`config.mk`:
```
export PLATFORM = sky130hd
export DESIGN_NAME = pb_conditioner
export DESIGN_NICKNAME = d
export VERILOG_FILES = /design/src/rtl/pb_conditioner.sv
export SDC_FILE = /design/constraint.sdc
export NUM_CORES = 1
export LEC_CHECK = 0
export CORE_MARGIN = 2
export CORE_UTILIZATION = 44
export DETAILED_ROUTE_END_ITERATION = 6
export DONT_BUFFER_PORTS = 1
export HOLD_SLACK_MARGIN = 0.06
export PLACE_DENSITY_LB_ADDON = 0.05
export SLEW_MARGIN = 0
export SYNTH_ARGS = -nofsm -noshare
export SYNTH_HDL_FRONTEND = slang
export SYNTH_SLANG_ARGS = --single-unit
export TNS_END_PERCENT = 5
```
`constraint.sdc`:
```
create_clock -name i_clk -period 2.35 [get_ports i_clk]
set_clock_uncertainty 0.15 [all_clocks]
set_input_delay 0.3525 -clock i_clk [delete_from_list [all_inputs] [get_ports i_clk]]
set_output_delay 0.3525 -clock i_clk [all_outputs]
set_load 0.1 [all_outputs]
```
`src/rtl/pb_conditioner.sv`:
```
// rtl/pb_conditioner.sv - pushbutton synchronizer, debouncer and press/release/long-press pulse generator
module pb_conditioner #(
    parameter int N_debouncer = 10,
    parameter int N_long      = 24
) (
    input  logic i_clk,
    input  logic i_resetN,
    input  logic i_PB,
    output logic o_level,
    output logic o_press,
    output logic o_release,
    output logic o_long
);

    typedef enum logic [1:0] {
        IDLE        = 2'd0,
        ARM_PRESS   = 2'd1,
        PRESSED     = 2'd2,
        ARM_RELEASE = 2'd3
    } state_t;

    localparam logic [N_debouncer-1:0] LIMIT = '1;
    localparam logic [N_long-1:0]      HMAX  = '1;
    localparam logic [N_long-1:0]      HPRE  = HMAX - 1'b1;

    state_t                 state, state_n;
    logic [N_debouncer-1:0] cnt, cnt_n;
    logic [N_long-1:0]      hcnt, hcnt_n;
    logic                   long_done, long_done_n;
    logic                   pb_meta, s;
    logic                   level_n, press_n, release_n, long_n;

    always_ff @(posedge i_clk or negedge i_resetN) begin
        if (!i_resetN) begin
            pb_meta <= 1'b0;
            s       <= 1'b0;
        end else begin
            pb_meta <= i_PB;
            s       <= pb_meta;
        end
    end

    // State, counters and the registered outputs all update together
    always_ff @(posedge i_clk or negedge i_resetN) begin
        if (!i_resetN) begin
            state     <= IDLE;
            cnt       <= '0;
            hcnt      <= '0;
            long_done <= 1'b0;
            o_level   <= 1'b0;
            o_press   <= 1'b0;
            o_release <= 1'b0;
            o_long    <= 1'b0;
        end else begin
            state     <= state_n;
            cnt       <= cnt_n;
            hcnt      <= hcnt_n;
            long_done <= long_done_n;
            o_level   <= level_n;
            o_press   <= press_n;
            o_release <= release_n;
            o_long    <= long_n;
        end
    end

    always_comb begin
        state_n     = state;
        cnt_n       = cnt;
        hcnt_n      = hcnt;
        long_done_n = long_done;
        case (state)
            IDLE: begin
                if (s) begin
                    state_n = ARM_PRESS;
                    cnt_n   = '0;
                end
            end
            ARM_PRESS: begin
                if (!s) begin
                    state_n = IDLE;
                    cnt_n   = '0;
                end else if (cnt == LIMIT) begin
                    state_n     = PRESSED;
                    hcnt_n      = '0;
                    long_done_n = 1'b0;
                end else begin
                    cnt_n = cnt + 1'b1;
                end
            end
            PRESSED: begin
                if (!s) begin
                    state_n = ARM_RELEASE;
                    cnt_n   = '0;
                end else begin
                    if (hcnt != HMAX)
                        hcnt_n = hcnt + 1'b1;
                    if (hcnt == HPRE && !long_done)
                        long_done_n = 1'b1;
                end
            end
            ARM_RELEASE: begin
                // A bounce back to 1 resumes the hold without restarting it
                if (s) begin
                    state_n = PRESSED;
                end else if (cnt == LIMIT) begin
                    state_n = IDLE;
                    cnt_n   = '0;
                end else begin
                    cnt_n = cnt + 1'b1;
                end
            end
            default: begin
                state_n = IDLE;
                cnt_n   = '0;
            end
        endcase
    end

    always_comb begin
        level_n   = (state_n == PRESSED) || (state_n == ARM_RELEASE);
        press_n   = (state == ARM_PRESS) && s && (cnt == LIMIT);
        release_n = (state == ARM_RELEASE) && !s && (cnt == LIMIT);
        long_n    = (state == PRESSED) && s && (hcnt == HPRE) && !long_done;
    end

endmodule

```
==> impl_metrics.py, run 1 <==
metrics = {
    "run_status": {
        "status": "finished, final reports clean",
    },
    "placed_design": {
        "post-dp-hpwl_mm": 4.15,
        "pre_cts_ws_ns": 0.156,
        "dp.cells": 364,
        "placed_cell_area_sq_um": 2660,
        "gp_congestion": 0.854,
        "port_buffers": 0,
    },
    "cts": {
        "clkTransAtPathRegs_ns": 0.08,
        "insertion_delay_ns": 0.30,
        "cts_buffer_depth": 2,
        "cts_resized": 0,
        "clockRootBuffer": "clkbuf_8",
        "h-tree-depth": 2,
        "numCtsBuffers": 5,
        "cts_tree": "built",
        "clkSinkCount": 42,
    },
    "cells_and_area": {
        "layout-drive-gt1-share": 0.119,
        "antenna_cells": 0,
        "postLayoutCellArea_sq_um": 2820,
        "stdcell_count": 375,
        "nets": 308,
        "utilization": 0.515,
        "syn2layout_area_growth_pct": 13.0,
    },
    "power_and_ir_drop": {
        "power.total_mw": 1.41,
        "ir_worst_vdd_mv": 0.210,
        "power_density_nw_per_um2": 500,
        "power_leakage_nw": 1.19,
    },
    "global_route": {
        "track_usage": 0.212,
        "grt_antenna_before_repair": 0,
        "grt_max_degree": 43,
        "grt_pass1_vias": 2101,
        "grt_pass1_wl_mm": 10.5,
        "grt_overflow": 0,
    },
    "routing": {
        "wl_per_cell_microns": 16.3,
        "wl_mm": 6.10,
        "ant_nets": 0,
        "drc": 0,
        "drt_pass1_iterations": 4,
        "viasPerCell": 6.13,
        "vias": 2298,
        "drtIter0Drc": 268,
    },
    "floorplan": {
        "fp.coreArea_sq_um": 5470,
        "start_util": 0.455,
        "chipWidth_microns": 79.3,
        "fp-row-count": 27,
        "ioPinCount": 7,
        "die_h_microns": 79.3,
        "die_area_sq_um": 6280,
    },
    "logic_synthesis": {
        "yosys_warnings": 0,
        "avgSynthCellArea_sq_um": 8.56,
        "synth_cells": 291,
        "async_reset_ff_frac": 1.00,
        "syn-num-nets": 297,
        "netlist_area_sq_um": 2490,
        "synth-edff-count": 0,
        "synthFlopType": "dfrtp_1",
        "yosysSeqAreaShare": 0.422,
        "synthDistinctLibCells": 47,
        "ys_ff_latch": 42,
    },
    "timing": {
        "setup_tns_ns": 0,
        "slew_headroom": 0.645,
        "tightest_slew_ns": 0.529,
        "setup-violations-final": 0,
        "timing.final.crit_share": 0.940,
        "fmax_mhz": 452,
        "fin_crit_ns": 2.21,
        "grt_setup_unrepaired": "false",
        "timing.hold.ws_ns": 0.211,
        "slew_viol_final": 0,
        "fin_ws_ns": 0.140,
        "hold_viol": 0,
    },
    "hold_path": {
        "hold_path.class": "reg -> reg",
    },
    "job": {
        "maxCapViolCount": 0,
    },
    "critical_path": {
        "end_kind": "flip-flop",
        "r2r_slack_ns": 0.14,
        "start_kind": "flip-flop",
        "timing.critical_path.arrival_ns": 2.25,
        "required_ns": 2.39,
        "path_class": "reg -> reg",
        "cp_max_fo": 14,
    },
}
-- Yosys cell counts, drive strengths merged, types with 8 or more instances --
library cell / n / share of area
and3: 8 / 0.020
dfrtp: 42 / 0.42
a31oi: 12 / 0.030
and4: 9 / 0.032
nand2: 23 / 0.035
nor3: 8 / 0.016
a21oi: 10 / 0.020
buf: 8 / 0.017
nand3: 15 / 0.030
nor2: 23 / 0.035
nand4: 21 / 0.053
o21ai: 40 / 0.080
clkbuf: 13 / 0.020
-- layer usage --
layer  GRT usage  vias up  share of wire
li1            -     1126              -
met1       0.337     1112           0.53
met2       0.288       53           0.42
met3      0.0432        7          0.038
met4      0.0569        0          0.010
met5           0        -              0
-- cell usage in the layout (no fill, tap or decap), drive strengths merged, types with 5 or more instances in the layout --
cell type  synthesis  final
inv                5      5
dfrtp             42     42
and3               8      8
nor3               8      8
clkbuf            13      7
o31ai              5      5
o21ai             40     40
nor2              23     23
nand3             15     15
buf                8     23
nand4             21     21
a21oi             10     10
nand2             23     23
a31oi             12     12
and4               9      9
-- registers in the layout, summed over array words and instances, names as in the netlist --
register	cells
hcnt	24
cnt	10
long_done	1
o_level	1
o_long	1
o_press	1
o_release	1
pb_meta	1
s	1
state	1
-- kinds of logic (layout without fill, tap and decap cells) --
| family | after synthesis | after routing | share of synthesized area |
|---|---|---|---|
| compound gates | 94 | 94 | 0.242 |
| xor+xnor | 4 | 4 | 0.0141 |
| fa+ha+maj | 3 | 3 | 0.0151 |
| buf+inv | 26 | 38 | 0.0442 |
| flops | 42 | 42 | 0.422 |
| simple gates | 122 | 122 | 0.263 |
-- what timing repair did --
| item | 4_1_cts | 5_1_grt |
|---|---|---|
| endpoints found under the hold margin | 43 | 0 |
| hold buffers | 3 | 0 |
| setup buffers | 0 | 0 |
-- final cells by class --
| cell class | instances | area, sq um |
|---|---|---|
| clock buffers | 7 | 86.3 |
| repair buffers | 25 | 205 |
| well taps | 72 | 90.1 |
| clock inverters | 1 | 30.0 |
| multi-input cells | 223 | 1330 |
| inverters | 5 | 18.8 |
| fillers | 539 | 2660 |
| flip-flops and latches | 42 | 1050 |
-- worst max-delay path, stage by stage (launching register included) --
cell	delay, ns
dfrtp_1	0.46
nand4_1	0.18
or4_4	0.61
o21a_4	0.31
and4b_1	0.19
a211o_1	0.22
-- power by group --
part	switching [mW]	internal, mW
clock network	0.256	0.347
logic	0.0455	0.0264
registers	0.00484	0.727
total	0.307	1.10
-- worst paths after layout --
kind	from	to	cells past startpoint
hold reg to reg	pb_meta$_DFF_PN0_	s$_DFF_PN0_	0
setup / recovery	hcnt[17]$_DFFE_PN0P_	hcnt[17]$_DFFE_PN0P_	5
max in group asynchronous	i_resetN	o_level$_DFF_PN0_	2
setup reg to reg	hcnt[17]$_DFFE_PN0P_	hcnt[17]$_DFFE_PN0P_	5
hold / removal	pb_meta$_DFF_PN0_	s$_DFF_PN0_	0
min in group asynchronous	i_resetN	hcnt[0]$_DFFE_PN0P_	2
Power figures use the tool's default switching activity.
==> inputs of run 2 (changes only) <==
Settings changed: PLACE_DENSITY_LB_ADDON 0.05 to default.
==> impl_metrics.py, run 2 (synthesis gave the netlist of run 1 again) <==
metrics = {
    "critical_path": {
        "cp_max_fo": 14,
        "required_ns": 2.39,
        "cp-startpoint": "hcnt[17]$_DFFE_PN0P_",
        "timing.critical_path.arrival_ns": 2.30,
        "path_class": "reg -> reg",
        "end_kind": "flip-flop",
        "reg2reg_from": "hcnt[17]$_DFFE_PN0P_",
        "r2r_cells": 5,
        "start_kind": "flip-flop",
    },
    "timing": {
        "fin_crit_ns": 2.26,
        "fmax_mhz": 442,
        "hold_viol": 0,
        "setup-violations-final": 0,
        "timing.final.crit_share": 0.963,
        "fin_ws_ns": 0.0880,
        "slew_viol_final": 0,
        "slew_headroom": 0.669,
        "tightest_slew_ns": 0.494,
        "grt_setup_unrepaired": "false",
        "setup_tns_ns": 0,
    },
    "floorplan": {
        "chipWidth_microns": 79.3,
        "die_h_microns": 79.3,
        "fp-row-count": 27,
        "ioPinCount": 7,
        "fp.coreArea_sq_um": 5470,
        "start_util": 0.455,
        "die_area_sq_um": 6280,
    },
    "power_and_ir_drop": {
        "ir_worst_vdd_mv": 0.242,
        "power_leakage_nw": 1.19,
        "power_density_nw_per_um2": 458,
    },
    "cells_and_area": {
        "final_cell_mix": "dfrtp_1 (41), o21ai_0 (38), nand2_1 (23), nor2_1 (23), nand4_1 (21)",
        "largest_reg_flops": 24,
        "mostFrequentLayoutCell": "dfrtp_1",
        "regMostFlops": "hcnt",
        "reg_top3": "hcnt: 24 flops, cnt: 10 flops",
        "syn2layout_area_growth_pct": 12.5,
        "layout-drive-gt1-share": 0.116,
        "nets": 307,
        "antenna_cells": 0,
        "nFillCells": 513,
    },
    "placed_design": {
        "gp_congestion": 0.834,
        "port_buffers": 0,
        "post-dp-hpwl_mm": 4.18,
        "pre_cts_ws_ns": 0.107,
    },
    "routing": {
        "wl_per_cell_microns": 16.3,
        "drc": 0,
        "drtIter0Drc": 95,
        "viasPerCell": 6.11,
        "vias": 2285,
        "wl_mm": 6.10,
        "drt_pass1_iterations": 4,
        "ant_nets": 0,
    },
    "global_route": {
        "grt_pass1_vias": 2146,
        "grt_overflow": 0,
        "track_usage": 0.214,
        "grt_pass1_wl_mm": 10.4,
        "grt_max_degree": 43,
        "grt_antenna_before_repair": 0,
    },
    "cts": {
        "numCtsBuffers": 5,
        "h-tree-depth": 2,
        "clkSinkCount": 42,
        "insertion_delay_ns": 0.30,
        "clkTransAtPathRegs_ns": 0.08,
        "cts_setup_buffers": 0,
        "cts_resized": 0,
        "cts_buffer_depth": 2,
        "cts_tree": "built",
        "clockRootBuffer": "clkbuf_8",
    },
    "hold_path": {
        "hold_path.startpoint": "pb_meta$_DFF_PN0_",
        "hold_path.class": "reg -> reg",
        "hold_depth": 0,
    },
    "run_status": {
        "status": "finished, final reports clean",
    },
    "job": {
        "maxCapViolCount": 0,
    },
}
==> run 2: area by class of cell <==
type | instances | area, sq um | area share
Sequential cell | 42 | 1050 | 0.376
Tap cell | 72 | 90.1 | 0.0321
Multi-Input combinational cell | 223 | 1330 | 0.475
Inverter | 5 | 18.8 | 0.00669
Clock buffer | 7 | 86.3 | 0.0308
Timing Repair Buffer | 24 | 218 | 0.0776
Clock inverter | 1 | 5.00 | 0.00178
==> run 2: report_power, final <==
part	internal (mW)	switching [mW]	total (mW)	leakage, nW
logic	0.0282	0.0477	0.0759	0.565
registers	0.728	0.00379	0.731	0.577
clock network	0.237	0.240	0.476	0.0482
==> run 2: what timing repair did <==
item / in CTS / in global routing
setup endpoints to repair: 0 / 0
hold endpoints to repair: 43 / 0
hold buffers: 3 / 0
==> run 2: path summary, 6_finish.rpt <==
check / end / slack, ns
worst max-delay path: hcnt[17]$_DFFE_PN0P_ / 0.09
worst min register to register: s$_DFF_PN0_ / 0.20
min in group asynchronous: o_press$_DFF_PN0_ / 0.41
worst min-delay path: s$_DFF_PN0_ / 0.20
max in group asynchronous: o_level$_DFF_PN0_ / 1.43
worst max register to register: hcnt[17]$_DFFE_PN0P_ / 0.09
==> run 2: critical path, stage by stage (launching register included) <==
cell and delay, ns:
dfrtp_1 0.46, nand4_1 0.22, or4_4 0.62, o21a_4 0.30, and4b_1 0.19, a211o_1 0.22
==> run 2: routing by layer <==
layer	track usage	vias up	routed length, microns
met3	0.0455	9	217
met5	0	-	0
met2	0.352	43	2960
li1	-	1133	-
met1	0.275	1100	2810
met4	0.0862	0	119
==> run 2: per-stage QoR <==
| stage | std cells | instance area, sq um | utilization | power [mW] | hold WS (ns) |
|---|---|---|---|---|---|
| 2_1_floorplan | 291 | 2500 | - | 0.778 | -0.0931 |
| 3_3_place_gp | 363 | 2670 | 0.487 | 0.799 | -0.0922 |
| 3_5_place_dp | 363 | 2670 | 0.487 | 0.799 | -0.0921 |
| 4_1_cts | 374 | 2800 | 0.512 | 1.30 | 0.211 |
| 5_1_grt | 374 | 2800 | 0.512 | 1.35 | 0.233 |
| 6_report | 374 | 2800 | 0.512 | 1.28 | 0.204 |
